File: config.mk
export PLATFORM = sky130hd
export DESIGN_NAME = piso_serializer
export DESIGN_NICKNAME = d
export VERILOG_FILES = /design/src/rtl/piso_serializer_pkg.sv /design/src/rtl/piso_serializer.sv
export SDC_FILE = /design/constraint.sdc
export NUM_CORES = 1
export LEC_CHECK = 0
export BUFFER_PORTS_ARGS = -buffer_cell sky130_fd_sc_hd__buf_2
export CAP_MARGIN = 15
export CORE_MARGIN = 3
export CORE_UTILIZATION = 56
export CTS_CLUSTER_DIAMETER = 120
export DETAILED_ROUTE_END_ITERATION = 12
export GPL_ROUTABILITY_DRIVEN = 0
export PLACE_DENSITY = 0.81
export SYNTH_ARGS = -nofsm -noshare
export SYNTH_HDL_FRONTEND = slang
export SYNTH_SLANG_ARGS = --single-unit
File: constraint.sdc
create_clock -name clk -period 6 [get_ports clk]
set_clock_uncertainty 0.05 [all_clocks]
set_input_delay 1.2 -clock clk [delete_from_list [all_inputs] [get_ports clk]]
set_output_delay 1.2 -clock clk [all_outputs]
set_load 0.005 [all_outputs]
File: src/rtl/piso_serializer_pkg.sv
// piso_serializer_pkg: FSM states and default word width shared by piso_serializer and sipo
package piso_serializer_pkg;
  localparam int DEFAULT_DATA_WIDTH = 8;
  typedef enum logic [1:0] {IDLE, SHIFT, FILL, GAP} state_t;
endpackage

File: src/rtl/piso_serializer.sv
// piso_serializer: valid/ready word in, LSB-first bit stream (plus all-ones fill frames) out to a sipo
module piso_serializer
  import piso_serializer_pkg::*;
#(
  parameter int DATA_WIDTH = DEFAULT_DATA_WIDTH,
  parameter int GAP_CYCLES = 0
) (
  input  logic                  clk,
  input  logic                  reset_n,
  input  logic                  in_valid,
  input  logic [DATA_WIDTH-1:0] in_data,
  input  logic                  in_fill,
  output logic                  in_ready,
  output logic                  ser_en,
  output logic                  ser_data,
  output logic                  ser_set_ones,
  output logic                  frame_done,
  output logic                  busy
);
  localparam int BW = $clog2(DATA_WIDTH);
  localparam int GW = GAP_CYCLES > 0 ? $clog2(GAP_CYCLES + 1) : 1;
  localparam logic [BW-1:0] LAST_BIT = BW'(DATA_WIDTH - 1);
  localparam logic [GW-1:0] LAST_GAP = GW'(GAP_CYCLES > 0 ? GAP_CYCLES - 1 : 0);

  state_t state, state_n;
  logic [DATA_WIDTH-1:0] shreg, shreg_n;
  logic [BW-1:0] bit_cnt, bit_cnt_n;
  logic [GW-1:0] gap_cnt, gap_cnt_n;
  logic accept, fill_req, frame_end;
  logic in_ready_n, ser_en_n, ser_data_n, ser_set_ones_n, frame_done_n, busy_n;

  always_comb begin
    accept = in_ready & in_valid;
    fill_req = in_ready & in_fill & ~in_valid;
    frame_end = (state == SHIFT && bit_cnt == LAST_BIT) || state == FILL;
    state_n = state;
    shreg_n = shreg;
    bit_cnt_n = bit_cnt;
    gap_cnt_n = gap_cnt;
    if (state == GAP) begin
      gap_cnt_n = gap_cnt + 1'b1;
      if (gap_cnt == LAST_GAP) state_n = IDLE;
    end else if (state == SHIFT && !frame_end) begin
      shreg_n = shreg >> 1;
      bit_cnt_n = bit_cnt + 1'b1;
    end else if (frame_end && GAP_CYCLES > 0) begin
      state_n = GAP;
      gap_cnt_n = '0;
    end else if (accept) begin
      state_n = SHIFT;
      shreg_n = in_data;
      bit_cnt_n = '0;
    end else if (fill_req) begin
      state_n = FILL;
    end else if (frame_end) begin
      state_n = IDLE;
    end
    // outputs are registered, so they are decoded from the next-cycle state
    in_ready_n = state_n == IDLE || (state_n == SHIFT && bit_cnt_n == LAST_BIT && GAP_CYCLES == 0);
    ser_en_n = state_n == SHIFT || state_n == FILL;
    ser_data_n = state_n == SHIFT && shreg_n[0];
    ser_set_ones_n = state_n == FILL;
    frame_done_n = (state_n == SHIFT && bit_cnt_n == LAST_BIT) || state_n == FILL;
    busy_n = state_n == SHIFT || state_n == GAP;
  end

  always_ff @(posedge clk or negedge reset_n) begin
    if (!reset_n) begin
      state <= IDLE;
      shreg <= '0;
      bit_cnt <= '0;
      gap_cnt <= '0;
      in_ready <= 1'b0;
      ser_en <= 1'b0;
      ser_data <= 1'b0;
      ser_set_ones <= 1'b0;
      frame_done <= 1'b0;
      busy <= 1'b0;
    end else begin
      state <= state_n;
      shreg <= shreg_n;
      bit_cnt <= bit_cnt_n;
      gap_cnt <= gap_cnt_n;
      in_ready <= in_ready_n;
      ser_en <= ser_en_n;
      ser_data <= ser_data_n;
      ser_set_ones <= ser_set_ones_n;
      frame_done <= frame_done_n;
      busy <= busy_n;
    end
  end
endmodule

==> results of run 1 <==
[stage by stage]
step                instance area (sq um)  setup WS (ps)
finish                               1030           3770
global route                         1030           3580
CTS                                  1030           3780
detailed placement                   1000           3570
global placement                     1000           3640
floorplan                             916           3840
[cells by family (layout without fill, tap and decap cells)]
family                     Yosys count  after routing  share of synthesized area
adders and majority gates            5              5                     0.0683
DFF                                 19             19                      0.519
and+or+nand+nor                     28             28                      0.171
AOI/OAI and AO/OA                   20             20                      0.183
buffers and inverters                9             28                     0.0492
xor gates and xnor gates             1              1                    0.00956
[flip-flops by register name (all words and copies together) (netlist names)]
name and cells:
gap_cnt 1, in_ready 1, bit_cnt 3, busy 1
ser_set_ones 1, ser_data 1, state 1, ser_en 1
shreg 8, frame_done 1
[metal layers]
layer / vias up / part of all wire / GRT usage
met5: - / 0 / 0
met4: 0 / 0.027 / 0.0909
met3: 6 / 0.064 / 0.0391
met2: 29 / 0.45 / 0.316
met1: 310 / 0.46 / 0.242
li1: 332 / - / -
[cells in the mapped netlist (all sizes together) (2+ instances only)]
cell type,instances
a21oi,4
nand2,5
nand2b,3
buf,2
nor2,11
o32ai,5
o21bai,2
dfrtp,19
and2,2
ha,5
nand3,3
o21ai,3
inv,7
[cell usage in the layout, fill, tap and decap left out, drive strengths merged, types with 3 or more instances in the layout]
| cell | Yosys | final |
|---|---|---|
| dfrtp | 19 | 19 |
| nor2 | 11 | 11 |
| nand3 | 3 | 3 |
| buf | 2 | 17 |
| ha | 5 | 5 |
| nand2 | 5 | 5 |
| nand2b | 3 | 3 |
| inv | 7 | 7 |
| o21ai | 3 | 3 |
| o32ai | 5 | 5 |
| clkbuf | 0 | 4 |
| a21oi | 4 | 4 |
[power breakdown]
part	leakage, nW	internal, mW	total (mW)	switching, mW
clock network	0.0150	0.0258	0.0631	0.0374
registers	0.229	0.184	0.223	0.0385
logic	0.256	0.108	0.237	0.128
[final cells by class]
class / instances / area, sq um / area share
Timing Repair Buffer: 17 / 85.1 / 0.0828
Sequential cell: 19 / 475 / 0.463
Multi-Input combinational cell: 54 / 395 / 0.385
Tap cell: 15 / 18.8 / 0.0183
Inverter: 7 / 26.3 / 0.0256
Clock buffer: 4 / 26.3 / 0.0256
[worst max path at each step]
stage                     from          to  cells past startpoint
detailed placement    in_valid  frame_done                      8
global placement      in_valid  frame_done                      8
finish              bit_cnt[0]  frame_done                      9
CTS                 bit_cnt[0]  frame_done                      9
global route        bit_cnt[0]  frame_done                      9
floorplan             in_valid  frame_done                      7
==> results.json, run 1 <==
{
  "grt_pass1_wl_um": 2930,
  "diodes": 0,
  "cp_common_cell": "ha_1",
  "setup_viol": 0,
  "ys_warn_count": 0,
  "clk_path_buf_depth": 2,
  "dr.pass1.iters": 4,
  "fmax_ghz": 0.448,
  "portBuffers": 17,
  "wl_um": 1760,
  "yosysTopAreaCellShare": 0.519,
  "period_share": 0.372,
  "holdPathEnd": "gap_cnt",
  "layout.nets": 119,
  "vias": 677,
  "drc": 0,
  "ctsResizeCount": 0,
  "worstSkewPairLatency_ps": 280,
  "stdcell_count": 116,
  "cts_hold_buf": 0,
  "synth.distinct_cells": 29,
  "grt_usage": 0.193,
  "hp-start": "gap_cnt",
  "synth_seq_area_share": 0.519,
  "hold_depth": 1,
  "drive_above_1_share": 0.257,
  "outcome": "complete, no violations",
  "worst_slew_pin_slew_ps": 424,
  "relSlewSlack": 0.717,
  "nFillCells": 99,
  "crit_path_cell_trace": "ha_1 > ha_1 > nand2b_1 > nand3_1 > o21ai_0 > inv_1 > ha_1 > o21ai_0 > o21bai_1",
  "cpPeakStageDelay_ps": 450,
  "synth_ff_type": "dfrtp_1",
  "hp-class": "reg -> reg",
  "syn_to_final_growth_pct": 12.2,
  "netlist_area_sq_um": 916,
  "crit_path_end_kind": "register",
  "postCtsSetupBuffers": 0,
  "tns_ps": 0,
  "max_cap_viol_count": 0,
  "grt_setup_unrepaired": "false",
  "yosys-top-cells-area": "dfrtp_1 52%, ha_1 6.8%, o32ai_1 4.8%, nor2_1 4.1%, inv_1 2.9%",
  "core_area_sq_um": 1420,
  "cts_max_level": 1,
  "yosys_register_bits": 19,
  "critPathArrivalTime_ps": 2400,
  "dpl.cell_count": 112,
  "num_rows": 13,
  "cp_num_buf_inv": 1,
  "path_clk_slew_ps": 110,
  "synth-edff-count": 0,
  "syn_nets": 99,
  "start_util": 0.647,
  "grt-ovfl-total": 0,
  "grt_max_degree": 20,
  "p_leak_nw": 0.501,
  "cts_tree": "done",
  "peakVddDrop_uv": 281,
  "cts_buffers": 3,
  "r2r_start": "bit_cnt[0]",
  "slowest_stage": "dfrtp_1",
  "die-height_um": 46.4,
  "path_max_fanout": 10,
  "ant_nets": 0,
  "drt-vias-per-instance": 5.84,
  "synth_top_cell_by_area": "dfrtp_1",
  "grt_pass1_vias": 692,
  "fin_total_pwr_mw": 0.523,
  "finish.utilization": 0.726,
  "ff2ff_path_depth": 9,
  "ys_async_sr_fraction": 1.00,
  "slew_viol_final": 0,
  "routedWlPerCell_um": 15.2,
  "cp_data_required_time_ps": 6170,
  "reg2reg_to": "frame_done",
  "ioPinCount": 18,
  "hold_viol": 0,
  "die_w_um": 46.4,
  "avgSynthCellArea_sq_um": 11.2,
  "cts.sinks": 19,
  "drtIter0Drc": 22,
  "netlist_instances": 82,
  "power_density_nw_per_um2": 509,
  "dp_hpwl_um": 1320,
  "cpLargestDelayFamily": "adder cells",
  "rrSetupSlack_ps": 3770,
  "ctsRootBufferMaster": "clkbuf_4",
  "grt_antenna_before_repair": 0,
  "holdWs_ps": 457,
  "final.min_clock_period_ps": 2230,
  "setup.worst_path.start_class": "register",
  "worstSetupPathType": "reg -> reg",
  "dieArea_sq_um": 2160
}
No activity file was read; power rests on OpenSTA's default activity.
==> run 2: changes to the inputs <==
--- a/config.mk
+++ b/config.mk
@@ -8,11 +8,11 @@
 export BUFFER_PORTS_ARGS = -buffer_cell sky130_fd_sc_hd__buf_2
 export CAP_MARGIN = 15
 export CORE_MARGIN = 3
-export CORE_UTILIZATION = 56
+export CORE_UTILIZATION = 47
 export CTS_CLUSTER_DIAMETER = 120
 export DETAILED_ROUTE_END_ITERATION = 12
 export GPL_ROUTABILITY_DRIVEN = 0
-export PLACE_DENSITY = 0.81
+export PLACE_DENSITY = 0.72
 export SYNTH_ARGS = -nofsm -noshare
 export SYNTH_HDL_FRONTEND = slang
 export SYNTH_SLANG_ARGS = --single-unit
==> constraint.sdc (replaced) <==
create_clock -name clk -period 1.8 [get_ports clk]
set_clock_uncertainty 0.05 [all_clocks]
set_input_delay 0.36 -clock clk [delete_from_list [all_inputs] [get_ports clk]]
set_output_delay 0.36 -clock clk [all_outputs]
set_load 0.005 [all_outputs]
==> run 2 against run 1 <==
  * The run now ends with negative setup slack left
  * Wire length increased by 15%
  * Clock-buffer cell count unchanged
  * Critical path type unchanged
  * Critical endpoint is now in_ready
  * Sequential share of layout area decreased by 8.1 points
  * Total power increased to 4.1 times the previous value
==> results.json, run 2 (synthesis gave the netlist of run 1 again) <==
{
  "ctsRootBufferMaster": "clkbuf_4",
  "num_rows": 15,
  "fmax_ghz": 0.540,
  "largest_reg_flops": 8,
  "core_area_sq_um": 1780,
  "peakVddDrop_uv": 937,
  "worstSetupStartpoint": "bit_cnt[0]",
  "cts_max_level": 1,
  "layout.nets": 135,
  "grt_pass1_vias": 751,
  "holdWs_ps": 247,
  "drive_above_1_share": 0.462,
  "r2r_start": "bit_cnt[0]",
  "worstSkewPairLatency_ps": 290,
  "critPathArrivalTime_ps": 2020,
  "relSlewSlack": 0.715,
  "portBuffers": 17,
  "cp_data_required_time_ps": 1960,
  "syn_to_final_growth_pct": 36.1,
  "cts_tree": "done",
  "grt_pass1_wl_um": 3380,
  "setup_viol": 2,
  "routedWlPerCell_um": 14.3,
  "dp_hpwl_um": 1400,
  "drtIter0Drc": 21,
  "worst_slew_pin_slew_ps": 427,
  "wl_um": 2030,
  "hp-start": "in_data[5]",
  "layout_setup_ws_ps": -53.5,
  "setup.worst_path.start_class": "register",
  "grt_setup_unrepaired": "true",
  "cts.sinks": 19,
  "stdcell_count": 142,
  "die-height_um": 50.1,
  "crit_path_end_kind": "register",
  "path_clk_slew_ps": 110,
  "dieArea_sq_um": 2510,
  "hp-class": "in -> reg",
  "grt_antenna_before_repair": 0,
  "power_density_nw_per_um2": 1730,
  "final.min_clock_period_ps": 1850,
  "die_w_um": 50.1,
  "period_share": 1.03,
  "dpl.cell_count": 133,
  "grt_usage": 0.177,
  "grt-ovfl-total": 0,
  "slew_viol_final": 0,
  "grt_max_degree": 20,
  "diodes": 0,
  "failed_checks": "negative setup slack",
  "final_common_cell": "dfrtp_1",
  "hold_viol": 0,
  "start_util": 0.514,
  "drc": 0,
  "worstSetupPathType": "reg -> reg",
  "outcome": "complete, but fails checks",
  "drt-vias-per-instance": 5.27,
  "max_cap_viol_count": 0,
  "final_cell_mix": "19 x dfrtp_1, 17 x buf_2, 13 x buf_4, 10 x nor2_1, 6 x inv_1",
  "cts_buffers": 3,
  "clk_path_buf_depth": 2,
  "ioPinCount": 18,
  "regMostFlops": "shreg",
  "top_regs": "shreg x8, bit_cnt x3",
  "p_leak_nw": 0.589,
  "dr.pass1.iters": 4,
  "path_max_fanout": 3,
  "ant_nets": 0,
  "vias": 749
}
## run 2: worst paths after layout
kind                              endpoint  slack [ps]  cells past startpoint
worst max-delay path              in_ready         -50                      7
worst min-delay path              shreg[5]         250                      3
worst max register to register    in_ready         -50                      7
worst min register to register    shreg[0]         480                      2
max in group asynchronous       bit_cnt[0]         930                      2
min in group asynchronous         shreg[1]         480                      2
## run 2: cell type report
| type | instances | area [sq um] |
|---|---|---|
| Fill cell | 139 | 537 |
| Sequential cell | 19 | 475 |
| Multi-Input combinational cell | 54 | 463 |
| Timing Repair Buffer | 33 | 224 |
| Tap cell | 25 | 31.3 |
| Clock buffer | 4 | 26.3 |
| Inverter | 7 | 26.3 |
## run 2: power breakdown
| group | internal (mW) | total (mW) | leakage, nW | switching [mW] |
|---|---|---|---|---|
| logic | 0.639 | 1.19 | 0.345 | 0.553 |
| registers | 0.615 | 0.750 | 0.229 | 0.135 |
| clock network | 0.0862 | 0.214 | 0.0150 | 0.128 |
## run 2: per-stage QoR
| stage | setup TNS [ps] | area [sq um] | util | power [mW] | setup slack [ps] |
|---|---|---|---|---|---|
| after floorplan | 0 | 927 | - | 1.35 | 5.91 |
| after global placement | -85.2 | 1120 | 0.628 | 1.73 | -75.7 |
| after detailed placement | -229 | 1120 | 0.628 | 1.75 | -107 |
| after CTS | -17.9 | 1210 | 0.677 | 2.07 | -17.9 |
| after global routing | -290 | 1250 | 0.699 | 2.33 | -129 |
| final | -73.0 | 1250 | 0.699 | 2.16 | -53.5 |
## run 2: worst max-delay path, cell delays in order (launching register included)
cell and delay [ps]:
dfrtp_1 400, ha_2 200, ha_4 180, buf_6 110
and4bb_1 250, a21oi_2 40, a221o_1 350, o21bai_1 180
## run 2: metal layers
metal | part of all wire | wire length [um] | GRT usage
met5 | 0 | 0 | 0
met4 | 0.016 | 33 | 0.0691
met1 | 0.48 | 973 | 0.240
met3 | 0.037 | 74 | 0.0267
met2 | 0.47 | 944 | 0.283
## run 2: repair_timing
item	in CTS	in global routing
pin swaps	5	4
setup endpoints to repair	4	3
hold buffers	1	0
gates resized for setup	8	6
endpoints found under the hold margin	19	0
setup buffers	1	3
